==> config.mk <==
export PLATFORM = sky130hd
export DESIGN_NAME = seq_alu
export DESIGN_NICKNAME = d
export VERILOG_FILES = /design/src/rtl/seq_alu.sv
export SDC_FILE = /design/constraint.sdc
export NUM_CORES = 1
export LEC_CHECK = 0
export BUFFER_PORTS_ARGS = -buffer_cell sky130_fd_sc_hd__buf_2
export CORE_MARGIN = 10
export CORE_UTILIZATION = 24
export CTS_CLUSTER_DIAMETER = 200
export CTS_CLUSTER_SIZE = 10
export DETAILED_ROUTE_END_ITERATION = 6
export SETUP_SLACK_MARGIN = 0.1
export SLEW_MARGIN = 5
export SYNTH_ARGS = -nofsm -noshare
export SYNTH_HDL_FRONTEND = slang
export SYNTH_SLANG_ARGS = --single-unit
export TNS_END_PERCENT = 20
==> constraint.sdc <==
create_clock -name clk -period 25.4 [get_ports clk]
set_input_delay 7.62 -clock clk [delete_from_list [all_inputs] [get_ports clk]]
set_output_delay 7.62 -clock clk [all_outputs]
set_load 0.02 [all_outputs]
==> src/rtl/seq_alu.sv <==
// Sequential ALU: base ops complete in one cycle; M ops run a 1-bit/cycle shift-add
// multiplier or restoring divider on operand magnitudes, with the sign fixed up at the end.
module seq_alu #(
  parameter int unsigned XLEN  = 32,
  parameter int unsigned CNT_W = $clog2(XLEN) + 1
) (
  input  logic            clk,
  input  logic            rst,
  input  logic            in_valid,
  output logic            in_ready,
  input  logic [XLEN-1:0] dataa,
  input  logic [XLEN-1:0] datab,
  input  logic [2:0]      ALUctr,
  input  logic            ALUext,
  input  logic            mdu_en,
  input  logic            kill,
  output logic            out_valid,
  input  logic            out_ready,
  output logic [XLEN-1:0] aluresult,
  output logic            less,
  output logic            zero
);

  localparam int unsigned SHW = $clog2(XLEN);

  typedef enum logic [1:0] {StIdle, StBusy, StDone} state_t;

  state_t           state_q;
  logic [CNT_W-1:0] cnt_q;
  logic [XLEN-1:0]  hi_q, lo_q, b_q;
  logic [2:0]       op_q;
  logic             neg_q;

  assign in_ready = (state_q == StIdle);

  // ---------------- single-cycle base ops ----------------
  logic [XLEN:0]   sub_w;
  logic            ovf_w, slt_w, sltu_w;
  logic [SHW-1:0]  shamt;
  logic [XLEN-1:0] sra_w, base_res;
  logic            base_less, base_zero;

  assign sub_w  = {1'b0, dataa} - {1'b0, datab};
  assign ovf_w  = (dataa[XLEN-1] ^ datab[XLEN-1]) & (sub_w[XLEN-1] ^ dataa[XLEN-1]);
  assign slt_w  = sub_w[XLEN-1] ^ ovf_w;
  assign sltu_w = sub_w[XLEN];
  assign shamt  = datab[SHW-1:0];
  // Kept separate so the arithmetic shift is not forced unsigned by a mixed ternary.
  assign sra_w  = $signed(dataa) >>> shamt;

  always_comb begin
    base_res  = '0;
    base_less = 1'b0;
    case (ALUctr)
      3'd0: base_res = ALUext ? sub_w[XLEN-1:0] : dataa + datab;
      3'd1: base_res = dataa << shamt;
      3'd2: begin
        base_less = slt_w;
        base_res  = {{(XLEN-1){1'b0}}, slt_w};
      end
      3'd3: begin
        base_less = sltu_w;
        base_res  = {{(XLEN-1){1'b0}}, sltu_w};
      end
      3'd4: base_res = dataa ^ datab;
      3'd5: base_res = ALUext ? sra_w : dataa >> shamt;
      3'd6: base_res = dataa | datab;
      default: base_res = dataa & datab;
    endcase
  end

  assign base_zero = (ALUctr == 3'd2 || ALUctr == 3'd3) ? (dataa == datab)
                                                       : (base_res == '0);

  // ---------------- M-op setup ----------------
  logic            a_sgn, b_sgn, start_neg;
  logic [XLEN-1:0] a_mag, b_mag;

  assign a_sgn = dataa[XLEN-1] &
                 (ALUctr == 3'd1 || ALUctr == 3'd2 || ALUctr == 3'd4 || ALUctr == 3'd6);
  assign b_sgn = datab[XLEN-1] & (ALUctr == 3'd1 || ALUctr == 3'd4 || ALUctr == 3'd6);
  assign a_mag = a_sgn ? -dataa : dataa;
  assign b_mag = b_sgn ? -datab : datab;

  // Divide-by-zero must leave the all-ones quotient unnegated.
  always_comb begin
    if (!ALUctr[2])      start_neg = a_sgn ^ b_sgn;
    else if (!ALUctr[1]) start_neg = (a_sgn ^ b_sgn) & (datab != '0);
    else                 start_neg = a_sgn;
  end

  // ---------------- iteration step ----------------
  logic [XLEN:0]     mul_sum, div_sh, div_diff;
  logic [XLEN-1:0]   hi_n, lo_n, quo_s, rem_s, mdu_res;
  logic [2*XLEN-1:0] prod, prod_s;

  assign mul_sum  = {1'b0, hi_q} + (lo_q[0] ? {1'b0, b_q} : '0);
  assign div_sh   = {hi_q, lo_q[XLEN-1]};
  assign div_diff = div_sh - {1'b0, b_q};

  always_comb begin
    hi_n = hi_q;
    lo_n = lo_q;
    if (op_q[2]) begin
      if (div_diff[XLEN]) begin
        hi_n = div_sh[XLEN-1:0];
        lo_n = {lo_q[XLEN-2:0], 1'b0};
      end else begin
        hi_n = div_diff[XLEN-1:0];
        lo_n = {lo_q[XLEN-2:0], 1'b1};
      end
    end else begin
      hi_n = mul_sum[XLEN:1];
      lo_n = {mul_sum[0], lo_q[XLEN-1:1]};
    end
  end

  assign prod   = {hi_n, lo_n};
  assign prod_s = neg_q ? -prod : prod;
  assign quo_s  = neg_q ? -lo_n : lo_n;
  assign rem_s  = neg_q ? -hi_n : hi_n;

  always_comb begin
    mdu_res = rem_s;
    case (op_q)
      3'd0:                mdu_res = prod_s[XLEN-1:0];
      3'd1, 3'd2, 3'd3:    mdu_res = prod_s[2*XLEN-1:XLEN];
      3'd4, 3'd5:          mdu_res = quo_s;
      default:             mdu_res = rem_s;
    endcase
  end

  // ---------------- control FSM ----------------
  always_ff @(posedge clk) begin
    if (rst) begin
      state_q   <= StIdle;
      cnt_q     <= '0;
      hi_q      <= '0;
      lo_q      <= '0;
      b_q       <= '0;
      op_q      <= '0;
      neg_q     <= 1'b0;
      aluresult <= '0;
      less      <= 1'b0;
      zero      <= 1'b0;
      out_valid <= 1'b0;
    end else begin
      unique case (state_q)
        StIdle: begin
          if (in_valid && !kill) begin
            if (mdu_en) begin
              state_q <= StBusy;
              cnt_q   <= CNT_W'(XLEN);
              hi_q    <= '0;
              lo_q    <= a_mag;
              b_q     <= b_mag;
              op_q    <= ALUctr;
              neg_q   <= start_neg;
            end else begin
              state_q   <= StDone;
              aluresult <= base_res;
              less      <= base_less;
              zero      <= base_zero;
              out_valid <= 1'b1;
            end
          end
        end
        StBusy: begin
          if (kill) begin
            state_q <= StIdle;
            cnt_q   <= '0;
          end else begin
            hi_q  <= hi_n;
            lo_q  <= lo_n;
            cnt_q <= cnt_q - CNT_W'(1);
            if (cnt_q == CNT_W'(1)) begin
              state_q   <= StDone;
              aluresult <= mdu_res;
              less      <= 1'b0;
              zero      <= (mdu_res == '0);
              out_valid <= 1'b1;
            end
          end
        end
        StDone: begin
          if (kill || out_ready) begin
            state_q   <= StIdle;
            out_valid <= 1'b0;
          end
        end
        default: begin
          state_q   <= StIdle;
          out_valid <= 1'b0;
        end
      endcase
    end
  end

endmodule

==> flow_summary.yaml <==
run_status:
  status: "finished clean"
yosys:
  synth_area_per_cell_um2: 7.08
  async_flop_share_pct: 0
  ys_ff_latch: 143
  yosys_most_used_dff: "dfxtp_1"
  syn_inst: 3345
  yosys.area.top_type: "dfxtp_1"
  synth-edff-count: 0
  syn_nets: 3591
  ys_types: 105
  syn_area_um2: 23700
  synth_area_leaders: "dfxtp_1 12%, ha_1 8.8%, nor2_1 7.0%"
  synth_top_area_share_pct: 12.1
  ys_seq_area_share_pct: 12.1
  yosysWarningCount: 0
die:
  die_h_um: 334
  rows: 115
  die_x_um: 334
  io-pin-count: 110
  initial_utilization_pct: 24.1
  dieArea_um2: 112000
  core-area_um2: 98100
clock_network:
  clk_latency_ps: 510
  h-tree-depth: 4
  numCtsBuffers: 17
  postCtsSetupBuffers: 0
  clk_pin_slew_ps: 80
  cts_root_buf: "clkbuf_16"
  cts_buffer_depth: 2
  clock-sinks: 143
  cts_resized: 0
  holdBufCountCts: 0
  cts_tree: "yes"
setup_path:
  cp.arrival_ps: 13850
  worst-setup-path-type: "in2reg"
  cp-end-kind: "flip-flop"
  startpoint_type: "input port"
  worst_ep_required_time_ps: 25780
  cp_slowest_cell: "o31ai_1"
  critPathMaxFanout: 63
  slowest_delay_ps: 1040
  cp_num_buf_inv: 4
  crit_family: "compound AO/OA/AOI/OAI gates"
detailed_routing:
  drt_pass1_iterations: 6
  drtAntennaViolNets: 0
  drc: 0
  wl_per_cell_um: 26.8
  initialDrtViolationCount: 3620
  num_vias: 27200
  via_per_inst: 5.94
  drt_wl_total_um: 123000
global_routing:
  grt_start_max_net_pins: 81
  grt_pass1_vias: 25100
  grt_use_total_pct: 21.0
  gr-total-overflow: 0
  antenna_found_initial: 5
  grt_pass1_wl_um: 177000
sta:
  slew_violations: 0
  min_period_ps: 13460
  slew_headroom_pct: 7.89
  skew_ps: 24.4
  setup_tns_ps: 0
  fmax_ghz: 0.0743
  setup_viol: 0
  hold_viol_final: 0
  rsz0062_at_grt: "no"
  finalCritPeriodShare_pct: 53.0
  worstMarginPinSlew_ps: 1350
power:
  irDropWorstVdd_mv: 0.0574
  power_mw: 1.14
  p_leak_nw: 10.2
  power_density_nw_per_um2: 43.8
hold_path:
  hold_class: "reg2reg"
final_layout:
  drive_gt1_share_pct: 11.0
  nNetsFinal: 3532
  fin_cells: 4587
  seq_area_um2: 2870
  multi_input_area_um2: 19300
  nFillCells: 11000
  area_growth_pct: 9.76
placed_design:
  dpl.hpwl_um: 95700
  placedCellCount: 4554
  io_buffers: 109
  gp_congestion: 1.03
job:
  maxCapViolCount: 0
## cell usage in the layout, fill, tap and decap left out, types with 18 or more instances in the layout
master / instances
nor3_1: 81
o21ai_0: 181
and2_1: 53
inv_1: 144
nand4_1: 35
nand2b_1: 31
mux2_2: 23
ha_1: 167
a21o_1: 49
o211ai_1: 43
xor2_1: 42
o31ai_1: 32
a22oi_1: 42
buf_4: 66
nor2_1: 439
and3_1: 25
mux2i_1: 87
nor2b_1: 23
a21oi_1: 301
mux4_2: 60
o41ai_1: 19
a211oi_1: 106
o22ai_1: 42
nor4_1: 29
a211o_1: 21
a31oi_1: 59
nand2_1: 243
buf_2: 106
o221ai_1: 21
dfxtp_1: 141
nand3_1: 78
or3_1: 31
o21a_1: 18
xnor2_1: 145
## cells by family after synthesis
| group | after synthesis | share of synthesized area [%] |
|---|---|---|
| fa+ha+maj | 172 | 9.25 |
| compound gates | 1125 | 31.8 |
| mux | 171 | 10.5 |
| xor+xnor | 187 | 6.92 |
| buf+inv | 399 | 6.45 |
| simple gates | 1148 | 23.0 |
| flops | 143 | 12.1 |
## report_power, final
| part | switching, mW | internal [mW] |
|---|---|---|
| Sequential | 0.0188 | 0.238 |
| Clock | 0.119 | 0.157 |
| Combinational | 0.407 | 0.198 |
| Total | 0.545 | 0.593 |
## tightest hold or removal path, stage by stage (launching register included)
cell	delay, ps
dfxtp_1	300
nand2_1	50
a21oi_1	50
## stage by stage
stage / cell area, um2 / setup WS, ps / util [%] / hold WS, ps
CTS: 26000 / 12130 / 26.5 / 449
floorplan: 23700 / 11710 / - / 440
finish: 26000 / 11940 / 26.5 / 445
detailed placement: 25400 / 11610 / 25.9 / 441
global placement: 25400 / 11570 / 25.9 / 437
global route: 26000 / 11530 / 26.5 / 461
## Yosys cell counts (all sizes together) (11+ instances only)
cell type and n:
a21o 50, o21a 18, o22ai 42, and2 53
o221ai 21, ha 167, o41ai 20, clkbuf 203
nor4 34, a211oi 108, mux2 23, o31ai 32
inv 146, and3 26, a31oi 61, nand2b 32
nand3 80, o21ai 189, a221oi 11, o21bai 17
a22oi 42, nor2b 23, mux2i 88, a21oi 304
or4 11, xor2 42, mux4 60, nand4 36
a211o 21, o211ai 44, nor3 83, or3 32
or2 18, a21boi 12, dfxtp 143, nor2 441
xnor2 145, nand2 245, buf 47
## routing by layer
layer	wire, um	GRT usage (%)
met1	50400	27.0
met2	51900	31.9
met3	12500	4.82
met4	8050	11.9
met5	11	0
## flip-flops by register name (all words and copies together), names as in the netlist
| register | count |
|---|---|
| state_q | 2 |
| lo_q | 32 |
| hi_q | 32 |
| b_q | 32 |
| zero | 1 |
| out_valid | 1 |
| less | 1 |
| aluresult | 32 |
| op_q | 3 |
| cnt_q | 6 |
| neg_q | 1 |
## worst paths after layout
kind,from,endpoint,slack [ps],depth (start not counted)
max reg2reg,b_q[0]$_SDFFE_PP0P_,zero$_SDFFE_PP0P_,17260,23
min,aluresult[10]$_SDFFE_PP0P_,aluresult[10]$_SDFFE_PP0P_,450,2
max,datab[3],zero$_SDFFE_PP0P_,11940,26
min reg2reg,aluresult[10]$_SDFFE_PP0P_,aluresult[10]$_SDFFE_PP0P_,450,2
## area by class of cell
type	instances	share of cell area (%)
Antenna cell	1	0.00963
Clock buffer	19	1.70
Clock inverter	13	0.616
Inverter	149	2.15
Multi-Input combinational cell	2803	74.3
Sequential cell	143	11.0
Tap cell	1287	6.19
Timing Repair Buffer	172	3.95
Power figures use the tool's default switching activity.
